## src/rtl/mult_accumulator_if.sv

```systemverilog
// Product-stream and result ports of the packet accumulator, grouped as one bundle.
// master drives beats and out_ready; slave is the accumulator.
interface mult_accumulator_if #(
    parameter int WIDTH_IN  = 64,
    parameter int WIDTH_ACC = 72,
    parameter int CNT_W     = 8
);
    logic                 in_valid;
    logic                 in_ready;
    logic [WIDTH_IN-1:0]  in_data;
    logic                 in_signed;
    logic                 in_last;
    logic                 out_valid;
    logic                 out_ready;
    logic [WIDTH_ACC-1:0] out_data;
    logic [CNT_W-1:0]     out_count;
    logic                 out_ovf;

    modport master (
        output in_valid, in_data, in_signed, in_last, out_ready,
        input  in_ready, out_valid, out_data, out_count, out_ovf
    );

    modport slave (
        input  in_valid, in_data, in_signed, in_last, out_ready,
        output in_ready, out_valid, out_data, out_count, out_ovf
    );
endinterface

```

## src/rtl/mult_accumulator.sv

```systemverilog
// Sums multiplier products into in_last-delimited packets, one result per packet with
// guard bits and a sticky overflow flag. Define MULT_ACCUMULATOR_SAT_EN to clamp instead of wrap.
module mult_accumulator #(
    parameter int WIDTH_IN  = 64,
    parameter int WIDTH_ACC = 72,
    parameter int CNT_W     = 8
) (
    input  logic clk,
    input  logic rst_n,
    mult_accumulator_if.slave bus
);
    localparam int W = WIDTH_ACC;

    typedef enum logic {IDLE, ACCUM} state_t;

    state_t           state, state_next;
    logic [W-1:0]     acc, acc_next;
    logic [CNT_W-1:0] cnt, cnt_next;
    logic             ovf, ovf_next, ovf_now;
    logic             sgn, sgn_eff;
    logic             take, emit;
    logic [W:0]       base_ext, in_ext, sum;

    assign bus.in_ready = !bus.out_valid || bus.out_ready;
    assign take         = bus.in_valid && bus.in_ready;
    assign emit         = take && bus.in_last;
    // Signedness is taken from the first beat; later beats follow the latched value.
    assign sgn_eff      = (state == IDLE) ? bus.in_signed : sgn;

    always_ff @(posedge clk or negedge rst_n) begin
        if (!rst_n) begin
            state <= IDLE;
        end else begin
            // NOTE: sequential state uses non-blocking assignments so every register
            // samples pre-edge values regardless of block ordering.
            state <= state_next;
        end
    end

    always_comb begin
        // NOTE: every combinational output gets a default first, so no path leaves
        // a variable unassigned and no latch is inferred.
        state_next = state;
        base_ext   = (state == ACCUM) ? {sgn_eff & acc[W-1], acc} : '0;
        in_ext     = {{(W + 1 - WIDTH_IN){sgn_eff & bus.in_data[WIDTH_IN-1]}}, bus.in_data};
        sum        = base_ext + in_ext;
        ovf_now    = sgn_eff ? (sum[W] ^ sum[W-1]) : sum[W];
        acc_next   = sum[W-1:0];
`ifdef MULT_ACCUMULATOR_SAT_EN
        if (ovf_now) begin
            if (sgn_eff)
                acc_next = sum[W] ? {1'b1, {(W-1){1'b0}}} : {1'b0, {(W-1){1'b1}}};
            else
                acc_next = '1;
        end
`endif
        if (state == IDLE)
            cnt_next = CNT_W'(1);
        else
            cnt_next = (&cnt) ? cnt : cnt + 1'b1;
        ovf_next = ((state == ACCUM) && ovf) || ovf_now;
        if (take)
            state_next = bus.in_last ? IDLE : ACCUM;
    end

    always_ff @(posedge clk or negedge rst_n) begin
        if (!rst_n) begin
            acc           <= '0;
            cnt           <= '0;
            ovf           <= 1'b0;
            sgn           <= 1'b0;
            bus.out_valid <= 1'b0;
            bus.out_data  <= '0;
            bus.out_count <= '0;
            bus.out_ovf   <= 1'b0;
        end else if (take) begin
            if (state == IDLE)
                sgn <= bus.in_signed;
            if (emit) begin
                bus.out_valid <= 1'b1;
                bus.out_data  <= acc_next;
                bus.out_count <= cnt_next;
                bus.out_ovf   <= ovf_next;
                acc           <= '0;
                cnt           <= '0;
                ovf           <= 1'b0;
            end else begin
                // A non-emitting transfer can only happen with out_ready high or no result held.
                if (bus.out_ready)
                    bus.out_valid <= 1'b0;
                acc <= acc_next;
                cnt <= cnt_next;
                ovf <= ovf_next;
            end
        end else if (bus.out_valid && bus.out_ready) begin
            bus.out_valid <= 1'b0;
        end
    end
endmodule
```

## src/flat_wrapper.sv

```systemverilog
// flat-port wrapper written by rule: the top's interface ports become plain ports
module mult_accumulator_flat 
#(
    parameter int WIDTH_IN  = 64,
    parameter int WIDTH_ACC = 72,
    parameter int CNT_W     = 8
)
  (clk, rst_n, bus_in_valid, bus_in_data, bus_in_signed, bus_in_last, bus_out_ready, bus_in_ready, bus_out_valid, bus_out_data, bus_out_count, bus_out_ovf);
  mult_accumulator_if #(.WIDTH_IN(WIDTH_IN), .WIDTH_ACC(WIDTH_ACC), .CNT_W(CNT_W)) bus_i ();
  input  logic clk;
  input  logic rst_n;
  input wire logic [$bits(bus_i.in_valid)-1:0] bus_in_valid;
  input wire logic [$bits(bus_i.in_data)-1:0] bus_in_data;
  input wire logic [$bits(bus_i.in_signed)-1:0] bus_in_signed;
  input wire logic [$bits(bus_i.in_last)-1:0] bus_in_last;
  input wire logic [$bits(bus_i.out_ready)-1:0] bus_out_ready;
  output wire logic [$bits(bus_i.in_ready)-1:0] bus_in_ready;
  output wire logic [$bits(bus_i.out_valid)-1:0] bus_out_valid;
  output wire logic [$bits(bus_i.out_data)-1:0] bus_out_data;
  output wire logic [$bits(bus_i.out_count)-1:0] bus_out_count;
  output wire logic [$bits(bus_i.out_ovf)-1:0] bus_out_ovf;
  assign bus_i.in_valid = bus_in_valid;
  assign bus_i.in_data = bus_in_data;
  assign bus_i.in_signed = bus_in_signed;
  assign bus_i.in_last = bus_in_last;
  assign bus_i.out_ready = bus_out_ready;
  assign bus_in_ready = bus_i.in_ready;
  assign bus_out_valid = bus_i.out_valid;
  assign bus_out_data = bus_i.out_data;
  assign bus_out_count = bus_i.out_count;
  assign bus_out_ovf = bus_i.out_ovf;
  mult_accumulator #(.WIDTH_IN(WIDTH_IN), .WIDTH_ACC(WIDTH_ACC), .CNT_W(CNT_W)) u_core (.clk(clk), .rst_n(rst_n), .bus(bus_i));
endmodule
```

## config.mk

```make
export PLATFORM = sky130hd
export DESIGN_NAME = mult_accumulator_flat
export DESIGN_NICKNAME = d
export VERILOG_FILES = /design/src/rtl/mult_accumulator_if.sv /design/src/rtl/mult_accumulator.sv /design/src/flat_wrapper.sv
export SDC_FILE = /design/constraint.sdc
export NUM_CORES = 1
export LEC_CHECK = 0
export ABC_AREA = 1
export CAP_MARGIN = 20
export CELL_PAD_IN_SITES_DETAIL_PLACEMENT = 0
export CELL_PAD_IN_SITES_GLOBAL_PLACEMENT = 1
export CORE_ASPECT_RATIO = 0.6
export CORE_MARGIN = 2
export CORE_UTILIZATION = 41
export DETAILED_ROUTE_END_ITERATION = 10
export PLACE_DENSITY = 0.81
export REMOVE_ABC_BUFFERS = 1
export SETUP_SLACK_MARGIN = 0.5
export SYNTH_ARGS = -nofsm -noshare
export SYNTH_HDL_FRONTEND = slang
export SYNTH_SLANG_ARGS = --single-unit
```

## constraint.sdc

```tcl
create_clock -name clk -period 3.4 [get_ports clk]
set_input_delay 0.34 -clock clk [delete_from_list [all_inputs] [get_ports clk]]
set_output_delay 0.34 -clock clk [all_outputs]
set_load 0.005 [all_outputs]
```

==> metrics.txt <==
outcome=finished clean; most used standard cell by instance count after synthesis=sky130_fd_sc_hd__nand2_1; via count=13738; clk_lat worst skew=0.46 ns; type of the worst setup path=reg2reg; worst ir drop on vdd=0.0003249 V; Worst Tran Pin Value=0.9552 ns; endpoint kind of the worst setup timing path=flip-flop; Avg WL per Cell=20.89 um; tightest slew margin relative to the limit=0.3632; worst hold slack after final layout=0.3429 ns; number of synthesized register bits=165; ys async rst share=1.000; time the final worst path needs with I/O delays and setup=2.915 ns; Std-Cell Core Area=29860 um2; maximum clock rate=0.3431 GHz; die span in y=138.6 um; final global-route overflow total=0; number of standard cells in the layout, taps in and fillers out=2537; total clock sinks=165; CTS tree=done; final-report hold violation count=0; maximum count of clock buffers along a single path=2; detailed placement HPWL=38700 um; Layout Area Growth over Synthesis=51.00%; fraction of met2 tracks used by global routing=0.3816; max-slew violations=0; RSZ-0062 raised after global routing=true; total power of the final layout=8.262 mW; HP Class=in2async; Leakage=8.554 nW; Die X-Extent=228.3 um; end-of-flow core utilization=0.6261; Maximum Capacitance Violations=0; cell type with the highest aggregate area in the netlist=sky130_fd_sc_hd__dfrtp_1; diode insertion count for antenna repair=0; overall routing resource usage=0.3096; clock root buffer=sky130_fd_sc_hd__clkbuf_16; number of design-rule violations left by the first detailed-router iteration=1395; wire length of the first global-routing pass=73950 um; fraction of the yosys area taken by sequential cells=0.3335; number of cells produced by synthesis=1873; required time reported for the critical path endpoint=3.72 ns; vias per std cell=5.415; clock-pin slew on the worst setup and hold paths=0.08 ns; total number of placement rows=49; cell types occupying the most area after synthesis=sky130_fd_sc_hd__dfrtp_1 (33%), sky130_fd_sc_hd__nand2_1 (19%), sky130_fd_sc_hd__inv_1 (7.7%); Ys Warns=0; type of origin of the critical path=flip-flop; final worst path period share=0.8573; DRC violations left=0; Netlist Area Pre-Place=12380 um2; worst-case reg-to-reg path depth=17; final wirelength=53000 um; Clock H-tree levels=4; number of enable flip-flop cells after synthesis=0; placed insts=2431; pin count of the biggest net entering global routing=125; mean area per synthesized cell=6.609 um2; via count of the first global-routing pass=12325; detailed-router iteration count before antenna repair=5; TritonCTS buffer count=17; area share of the largest cell type after synthesis=0.3335; number of antenna-violating nets in the routed design=0; top cells by count, synth=sky130_fd_sc_hd__nand2_1 (619), sky130_fd_sc_hd__inv_1 (255), sky130_fd_sc_hd__dfrtp_1 (165), sky130_fd_sc_hd__nor2_1 (164), sky130_fd_sc_hd__o21ai_0 (146); Die Footprint=31640 um2; worst-path fanout max=9; fraction of met1 tracks used by global routing=0.5228; number of ports placed on the die boundary=153; # port buffers=152; number of antenna violations at the first check in global routing=1; final weighted congestion in routability-driven placement=1.028; power density cells=442.0 nW/um2; worst-case clock skew=0.01718 ns; starting density of the core=0.4146; global routing met3 resource utilization=0.07401; final layout net count=2260; Most Used Layer, Global Route=met1; arrival time reported for the critical path endpoint=3.24 ns; commonest register cell after synthesis=sky130_fd_sc_hd__dfrtp_1; fraction of layout instances using a drive strength above 1=0.3133; number of library cell types mapped by synthesis=46; setup-violating endpoint count in the final report=0
-- worst paths after layout --
path                                start                      end  slack, ns
setup / recovery             u_core.state  u_core.bus.out_data[29]       0.49
setup reg to reg             u_core.state  u_core.bus.out_data[29]       0.49
hold / removal                      rst_n     u_core.bus.out_valid       0.34
max in group asynchronous           rst_n  u_core.bus.out_data[58]       2.29
min in group clk           u_core.acc[46]           u_core.acc[46]       0.48
hold reg to reg            u_core.acc[46]           u_core.acc[46]       0.48
-- repair_timing --
item,CTS,global route
buffers inserted,7,61
pin swaps,11,142
cloned,0,5
endpoints found under the setup margin,92,98
hold buffers,1,0
gates resized for setup,86,643
endpoints found under the hold margin,31,0
-- cell usage in the layout, fill, tap and decap left out, types with 62 or more instances in the layout --
cell type / instances
sky130_fd_sc_hd__o21ai_0: 102
sky130_fd_sc_hd__nand2_1: 498
sky130_fd_sc_hd__dfrtp_1: 164
sky130_fd_sc_hd__nand3_1: 71
sky130_fd_sc_hd__nand2_2: 93
sky130_fd_sc_hd__clkdlybuf4s50_1: 151
sky130_fd_sc_hd__inv_1: 213
sky130_fd_sc_hd__nor2_1: 62
sky130_fd_sc_hd__ha_4: 70
sky130_fd_sc_hd__buf_4: 99
-- registers in the layout (all words and copies together) (netlist names) --
register / cells
u_core.bus.out_valid: 1
u_core.state: 1
u_core.ovf: 1
u_core.acc: 72
u_core.bus.out_ovf: 1
u_core.bus.out_data: 72
u_core.cnt: 8
u_core.sgn: 1
u_core.bus.out_count: 8
-- critical path, cell delays in order, from the launching register on --
cell,delay (ns)
sky130_fd_sc_hd__dfrtp_4,0.50
sky130_fd_sc_hd__buf_12,0.17
sky130_fd_sc_hd__buf_12,0.16
sky130_fd_sc_hd__nand2_1,0.06
sky130_fd_sc_hd__inv_1,0.06
sky130_fd_sc_hd__ha_4,0.32
sky130_fd_sc_hd__nand2_2,0.06
sky130_fd_sc_hd__nand2_2,0.11
sky130_fd_sc_hd__inv_2,0.06
sky130_fd_sc_hd__o21bai_4,0.21
sky130_fd_sc_hd__a21oi_4,0.10
sky130_fd_sc_hd__o21ai_4,0.25
sky130_fd_sc_hd__nor2_4,0.07
sky130_fd_sc_hd__o21bai_4,0.21
sky130_fd_sc_hd__buf_6,0.13
sky130_fd_sc_hd__xnor2_2,0.11
sky130_fd_sc_hd__buf_4,0.14
sky130_fd_sc_hd__o21ai_1,0.05
-- kinds of logic after synthesis --
kind of cell	Yosys count	synth area share
AO/OA/AOI/OAI	333	0.1515
XOR/XNOR	39	0.02759
adder cells (fa/ha/maj)	74	0.07540
buffers and inverters	300	0.09167
flip-flops	165	0.3335
AND/OR/NAND/NOR	962	0.3203
-- metrics by stage --
stage	cell area, um2	setup TNS, ns	setup slack, ns
3_3_place_gp	14600	0	0.1445
5_1_grt	18690	0	0.3941
6_report	18690	0	0.4853
4_1_cts	15600	0	0.3478
2_1_floorplan	12210	-142.93	-1.845
3_5_place_dp	14600	0	0.06924
-- routing by layer --
layer  wire length, um  share of wire
met1             26780           0.51
met2             20480           0.39
met3              5137          0.097
met4               594          0.011
met5                 8        0.00015
-- power breakdown --
part,internal (mW),switching [mW],leakage (nW)
clock network,1.05,0.971,0.287
registers,2.35,0.229,2.12
logic,1.62,2.05,6.15
total,5.01,3.25,8.55
-- cell type report --
| cell class | instances | area (um2) |
|---|---|---|
| Tap cell | 408 | 510.5 |
| Sequential cell | 165 | 4133 |
| Clock buffer | 18 | 429.2 |
| Inverter | 257 | 984.7 |
| Timing Repair Buffer | 267 | 2529 |
| Multi-Input combinational cell | 1408 | 9947 |
| Fill cell | 2736 | 11160 |
| Clock inverter | 14 | 160.2 |
Power figures use the tool's default switching activity.
